`src/rtl/sync_fifo_p_if.sv`:
```
// Handshake and status bundle between a producer/consumer pair and sync_fifo_p.
interface sync_fifo_p_if #(
  parameter int DATA_WIDTH = 8,
  parameter int ADDR_WIDTH = 8
);
  logic                  clr;
  logic                  wr_en;
  logic [DATA_WIDTH-1:0] data_in;
  logic                  rd_en;
  logic [DATA_WIDTH-1:0] data_out;
  logic                  full;
  logic                  empty;
  logic                  almost_full;
  logic                  almost_empty;
  logic [ADDR_WIDTH:0]   cnt;
  logic                  overflow;
  logic                  underflow;

  modport master (
    output clr, wr_en, data_in, rd_en,
    input  data_out, full, empty, almost_full, almost_empty, cnt, overflow, underflow
  );

  modport slave (
    input  clr, wr_en, data_in, rd_en,
    output data_out, full, empty, almost_full, almost_empty, cnt, overflow, underflow
  );
endinterface

```
`src/rtl/sync_fifo_p.sv`:
```
// Single-clock FIFO with full 2**ADDR_WIDTH occupancy, programmable almost flags and sticky errors.
// Define FIFO_FWFT_EN for first-word-fall-through output; otherwise data_out is registered.
module sync_fifo_p #(
  parameter int DATA_WIDTH = 8,
  parameter int ADDR_WIDTH = 8,
  parameter int AF_LEVEL   = (1 << ADDR_WIDTH) - 2,
  parameter int AE_LEVEL   = 2
) (
  input  logic          i_clk,
  input  logic          i_rst_n,
  sync_fifo_p_if.slave  bus
);
  localparam int DEPTH = 1 << ADDR_WIDTH;
  localparam logic [ADDR_WIDTH:0] DEPTH_C = (ADDR_WIDTH+1)'(DEPTH);

  logic [DATA_WIDTH-1:0] r_mem [DEPTH];
  logic [ADDR_WIDTH-1:0] r_wr_ptr;
  logic [ADDR_WIDTH-1:0] r_rd_ptr;
  logic [ADDR_WIDTH:0]   r_cnt;
  logic                  r_ovf;
  logic                  r_udf;
  logic                  w_full;
  logic                  w_empty;
  logic                  w_wr;
  logic                  w_rd;

  assign w_full  = (r_cnt == DEPTH_C);
  assign w_empty = (r_cnt == '0);
  assign w_wr    = bus.wr_en && !w_full;
  assign w_rd    = bus.rd_en && !w_empty;

  // Occupancy is the single source of truth for every status flag.
  always_ff @(posedge i_clk or negedge i_rst_n) begin
    if (!i_rst_n) begin
      r_wr_ptr <= '0;
      r_rd_ptr <= '0;
      r_cnt    <= '0;
      r_ovf    <= 1'b0;
      r_udf    <= 1'b0;
    end else if (bus.clr) begin
      r_wr_ptr <= '0;
      r_rd_ptr <= '0;
      r_cnt    <= '0;
      r_ovf    <= 1'b0;
      r_udf    <= 1'b0;
    end else begin
      if (w_wr) r_wr_ptr <= r_wr_ptr + 1'b1;
      if (w_rd) r_rd_ptr <= r_rd_ptr + 1'b1;
      if (w_wr && !w_rd)      r_cnt <= r_cnt + 1'b1;
      else if (w_rd && !w_wr) r_cnt <= r_cnt - 1'b1;
      if (bus.wr_en && w_full)  r_ovf <= 1'b1;
      if (bus.rd_en && w_empty) r_udf <= 1'b1;
    end
  end

  // Storage is deliberately left unreset so it maps onto plain RAM.
  always_ff @(posedge i_clk) begin
    if (w_wr && !bus.clr) r_mem[r_wr_ptr] <= bus.data_in;
  end

`ifdef FIFO_FWFT_EN
  assign bus.data_out = w_empty ? '0 : r_mem[r_rd_ptr];
`else
  logic [DATA_WIDTH-1:0] r_dout;

  always_ff @(posedge i_clk or negedge i_rst_n) begin
    if (!i_rst_n)               r_dout <= '0;
    else if (w_rd && !bus.clr)  r_dout <= r_mem[r_rd_ptr];
  end

  assign bus.data_out = r_dout;
`endif

  assign bus.full         = w_full;
  assign bus.empty        = w_empty;
  assign bus.almost_full  = (32'(r_cnt) >= AF_LEVEL);
  assign bus.almost_empty = (32'(r_cnt) <= AE_LEVEL);
  assign bus.cnt          = r_cnt;
  assign bus.overflow     = r_ovf;
  assign bus.underflow    = r_udf;
endmodule

```
`src/flat_wrapper.sv`:
```
// flat-port wrapper written by rule: the top's interface ports become plain ports
module sync_fifo_p_flat 
#(
  parameter int DATA_WIDTH = 8,
  parameter int ADDR_WIDTH = 8,
  parameter int AF_LEVEL   = (1 << ADDR_WIDTH) - 2,
  parameter int AE_LEVEL   = 2
)
  (i_clk, i_rst_n, bus_clr, bus_wr_en, bus_data_in, bus_rd_en, bus_data_out, bus_full, bus_empty, bus_almost_full, bus_almost_empty, bus_cnt, bus_overflow, bus_underflow);
  sync_fifo_p_if #(.DATA_WIDTH(DATA_WIDTH), .ADDR_WIDTH(ADDR_WIDTH)) bus_i ();
  input  logic i_clk;
  input  logic i_rst_n;
  input wire logic [$bits(bus_i.clr)-1:0] bus_clr;
  input wire logic [$bits(bus_i.wr_en)-1:0] bus_wr_en;
  input wire logic [$bits(bus_i.data_in)-1:0] bus_data_in;
  input wire logic [$bits(bus_i.rd_en)-1:0] bus_rd_en;
  output wire logic [$bits(bus_i.data_out)-1:0] bus_data_out;
  output wire logic [$bits(bus_i.full)-1:0] bus_full;
  output wire logic [$bits(bus_i.empty)-1:0] bus_empty;
  output wire logic [$bits(bus_i.almost_full)-1:0] bus_almost_full;
  output wire logic [$bits(bus_i.almost_empty)-1:0] bus_almost_empty;
  output wire logic [$bits(bus_i.cnt)-1:0] bus_cnt;
  output wire logic [$bits(bus_i.overflow)-1:0] bus_overflow;
  output wire logic [$bits(bus_i.underflow)-1:0] bus_underflow;
  assign bus_i.clr = bus_clr;
  assign bus_i.wr_en = bus_wr_en;
  assign bus_i.data_in = bus_data_in;
  assign bus_i.rd_en = bus_rd_en;
  assign bus_data_out = bus_i.data_out;
  assign bus_full = bus_i.full;
  assign bus_empty = bus_i.empty;
  assign bus_almost_full = bus_i.almost_full;
  assign bus_almost_empty = bus_i.almost_empty;
  assign bus_cnt = bus_i.cnt;
  assign bus_overflow = bus_i.overflow;
  assign bus_underflow = bus_i.underflow;
  sync_fifo_p #(.DATA_WIDTH(DATA_WIDTH), .ADDR_WIDTH(ADDR_WIDTH), .AF_LEVEL(AF_LEVEL), .AE_LEVEL(AE_LEVEL)) u_core (.i_clk(i_clk), .i_rst_n(i_rst_n), .bus(bus_i));
endmodule
```
`config.mk`:
```
export PLATFORM = sky130hd
export DESIGN_NAME = sync_fifo_p_flat
export DESIGN_NICKNAME = d
export VERILOG_FILES = /design/src/rtl/sync_fifo_p_if.sv /design/src/rtl/sync_fifo_p.sv /design/src/flat_wrapper.sv
export SDC_FILE = /design/constraint.sdc
export NUM_CORES = 2
export LEC_CHECK = 0
export CAP_MARGIN = 20
export CORE_MARGIN = 5
export CORE_UTILIZATION = 26
export CTS_CLUSTER_DIAMETER = 40
export DETAILED_ROUTE_END_ITERATION = 6
export GPL_ROUTABILITY_DRIVEN = 0
export SYNTH_ARGS = -nofsm -noshare
export SYNTH_HDL_FRONTEND = slang
export SYNTH_SLANG_ARGS = --single-unit
```
`constraint.sdc`:
```
create_clock -name i_clk -period 4 [get_ports i_clk]
set_clock_uncertainty 0.1 [all_clocks]
set_input_delay 1 -clock i_clk [delete_from_list [all_inputs] [get_ports i_clk]]
set_output_delay 1 -clock i_clk [all_outputs]
set_load 0.05 [all_outputs]
```
; ---- After elaboration in Yosys (flattened, before gate mapping)
; Memory sizes are Yosys's and may differ from the RTL's. A register that Yosys moved wholly into a read port is not among the register bits.
; Index checks and enable logic that the tools add are counted.
; W data, S select, Z words.
[classes]
n_addsub = 4
order_cmp = 2
n_eq_ne = 1
n_mux = 13
reduce_logical = 20
[ops]
columns = op, count
row1 = $mux W8, 4
row2 = $mux W9, 3
row3 = $add A8 B1 Y8 const B, 2
row4 = $add A9 B1 Y9 const B, 1
row5 = $eq A9 B9 Y1 const B, 1
row6 = $ge A9 B8 Y1 const B, 1
row7 = $le A9 B2 Y1 const B, 1
row8 = $logic_not A9 Y1, 1
row9 = $sub A9 B1 Y9 const B, 1
row10 = $logic_and A1 B1 Y1, 8
row11 = $reduce_bool A2 Y1, 4
row12 = $logic_not A1 Y1, 6
row13 = $mux W1, 6
row14 = $reduce_bool A3 Y1, 1
[word_totals]
reg_bits = 27
ramBits = 2048
word_cells = 46
mem_count = 1
[memory_table]
columns = memory, words, width, rd, rd_ports_with_merged_regs, wr, line_no
row1 = u_core.r_mem, 256, 8, 1, 1, 1, sync_fifo_p.sv:16  ; logic [DATA_WIDTH-1:0] r_mem [DEPTH];

; ---- Depth between registers and ports, before layout
[logic_depth]
word_depth = 8
mapped_depth = 14

; ---- Worst setup path after synthesis
; No wires, ideal clock.
[synth_path]
path_type = reg2out
start = register u_core.r_cnt[2], in the netlist u_core.bus.cnt[2]
end = output bus_empty
t_arrival_ns = 2.662
slack_ns = 0.238
stages_incl_launch_ff = 4
path_buffers = 0
cell_sequence = dfrtp_1 -> nor4_1 -> nand2_1 -> nor4_1
[synth_between]
elab_chain_cells = 1
[synth_rtl]
columns = item, line_no
row1 = start: declaration, sync_fifo_p.sv:19  ; logic [ADDR_WIDTH:0] r_cnt;
row2 = start signal: assignment, sync_fifo_p.sv:49  ; if (w_wr && !w_rd) r_cnt <= r_cnt + 1'b1;
row3 = start signal: assignment, sync_fifo_p.sv:50  ; else if (w_rd && !w_wr) r_cnt <= r_cnt - 1'b1;
row4 = $logic_not A9 Y1, sync_fifo_p.sv:28  ; assign w_empty = (r_cnt == '0);
row5 = end: declaration, flat_wrapper.sv:19  ; output wire logic [$bits(bus_i.empty)-1:0] bus_empty;
; Every way passes these cells.

; ---- Final worst setup path
[layout_path]
start = register u_core.r_cnt[2], in the netlist u_core.bus.cnt[2]
end = output bus_full
[layout_between]
elab_chain_cells = 1
[layout_rtl]
columns = item, line_no
row1 = $eq A9 B9 Y1, sync_fifo_p.sv:27  ; assign w_full = (r_cnt == DEPTH_C);
row2 = end: declaration, flat_wrapper.sv:18  ; output wire logic [$bits(bus_i.full)-1:0] bus_full;
; Every way passes these cells.

==> metrics.cfg <==
[drt]
dr.pass1.iters = 6
vias = 43105
ant_nets = 0
totalWireLength_mm = 218
viasPerCell = 4.79
remaining_drc_errors = 0
wl_per_cell_um = 24.2
drt-initial-drc-count = 4140

[global_routing]
grt_max_degree = 145
grt-ovfl-total = 0
grt_first_pass_wirelength_mm = 315
grt_usage = 0.131
grt_pass1_vias = 43719
antenna_found_initial = 4

[clock_network]
htreeDepth = 5
cts_hold_buf = 0
cts_tree = built
cts_root_buf = clkbuf_16
post_cts_buffers = 0
cts_buffer_depth = 4
clk_pin_slew_ps = 60
cts_sinks = 2083
clk_latency_ps = 900
cts_made_buffers = 298

[placement]
placed_cells = 8486
dp_hpwl_mm = 135
dp_slack_ps = 237
port_buffers = 35

[synthesis]
synthFlopType = edfxtp_1
synth_most_common_cell = edfxtp_1
ys_types = 65
syn_area_sq_um = 81700
synth_seq_cells = 2083
synth_top_area_cell = edfxtp_1
synth_edf_count = 2048
ys_top_cells_by_area = edfxtp_1 (75%), mux4_2 (10%), mux2i_1 (3.8%), nor2_1 (1.4%), o221ai_1 (1.4%)
synth.top_cell.area_share = 0.753
synth_common_cells = edfxtp_1 (2048), mux4_2 (380), mux2i_1 (308)
syn_nets = 4129
ys_warn_count = 0
async_reset_ff_frac = 0.0168
synthCells = 4102
synth.avg_cell_area_sq_um = 19.9
yosysSeqAreaShare = 0.764

[power]
power_density_nw_per_um2 = 567
ir_worst_vdd_mv = 0.460
p_leak_nw = 31.0

[worst_hold_path]
worst_hold_path_type = in2async

[timing]
rsz0062_at_grt = no
drv_slew = 0
tightest_slew_ps = 1160
setup_ws_ps = 241
hold_ws_ps = 159
fmax_mhz = 266
period_share = 0.940
hold_viol_final = 0
final.setup.tns_ps = 0
finalSetupViolCount = 0
relSlewSlack = 0.226
min_period_ps = 3760

[finish]
fin_nets = 4673
area_delta_synth_final_pct = 21.6
drive_above_1_share = 0.276
final_cells = 9002

[worst_setup_path]
end_kind = output pin
path_max_fanout = 6
required_ps = 2900
path_class = reg2out
ff2ff_path_depth = 10
start_kind = flop
cp.arrival_ps = 2660

[die]
num_rows = 205
start_util = 0.261
core_sq_um = 312000
io_pins = 36
die_w_um = 571
die-area_sq_um = 325000
die_h_um = 571

[run_status]
status = finished clean

[flow_run]
maxCapViolCount = 0

cell families after synthesis:
family	count (synthesis)	synth area share
AO/OA/AOI/OAI	461	0.0407
adder cells (fa/ha/maj)	14	0.00224
AND/OR/NAND/NOR	569	0.0300
XOR/XNOR	19	0.00204
multiplexers	691	0.143
flip-flops	2083	0.764
buffers and inverters	265	0.0184
layer usage:
layer / vias to the layer above / routed length, um / global-route usage
met5: - / 39 / 0
met4: 6 / 7270 / 0.0445
met3: 416 / 17100 / 0.0272
met2: 1904 / 104000 / 0.210
met1: 22639 / 89900 / 0.177
li1: 18140 / - / -
critical path, cell delays in order, from the launching register on:
cell and delay (ps):
dfrtp_1 450, nor4_2 410, and4_1 340, dlygate4sd2_1 560
placed cells by master (no fill, tap or decap), types with 60 or more instances in the layout:
| cell | synthesis | routed |
|---|---|---|
| edfxtp_1 | 2048 | 2048 |
| buf_4 | 24 | 424 |
| mux4_2 | 380 | 380 |
| mux2i_1 | 308 | 308 |
| nor2_1 | 301 | 300 |
| clkbuf_16 | 0 | 299 |
| o221ai_1 | 127 | 127 |
| nand2_1 | 112 | 105 |
| o22ai_1 | 85 | 85 |
| a21oi_1 | 60 | 60 |
sequential cells by signal, summed over array words and instances (netlist names):
register,cells
u_core.r_wr_ptr,8
u_core.bus.data_out,8
u_core.r_rd_ptr,8
u_core.r_mem,2048
u_core.bus.underflow,1
u_core.bus.overflow,1
u_core.bus.cnt,9
metrics by stage:
step	area, sq um	utilization	total power, mW
floorplan	81700	-	29.4
global placement	89800	0.287	31.7
detailed placement	89800	0.287	31.7
CTS	99300	0.318	56.9
global route	99300	0.318	58.1
finish	99300	0.318	56.3
repair_timing:
item	4_1_cts	5_1_grt
gates resized for setup	6	2
endpoints found under the setup margin	3	3
cloned	0	0
pin swaps	0	0
cell type report:
class	instances	area, sq um
multi-input cells	1754	17900
clock inverters	186	1950
repair buffers	495	4290
clock buffers	327	7590
well taps	4140	5180
diodes	3	7.51
inverters	14	55.1
fillers	29846	213000
flip-flops and latches	2083	62400
report_power, final:
group / internal (mW) / switching, mW / leakage (nW)
clock: 15.5 / 9.69 / 4.61
combinational: 2.99 / 3.89 / 7.50
sequential: 24.1 / 0.212 / 18.9
total: 42.5 / 13.8 / 31.0
final timing paths:
path | startpoint | end | slack (ps)
max in group asynchronous | i_rst_n | u_core.r_rd_ptr[3] | 2880
min in group i_clk | bus_data_in[2] | u_core.r_mem[211][2] | 250
min | i_rst_n | u_core.bus.cnt[1] | 160
max | u_core.bus.cnt[2] | bus_full | 240
max reg2reg | u_core.r_rd_ptr[0] | u_core.bus.data_out[5] | 370
min reg2reg | u_core.bus.underflow | u_core.bus.underflow | 400
(Power assumes the default switching activity.)
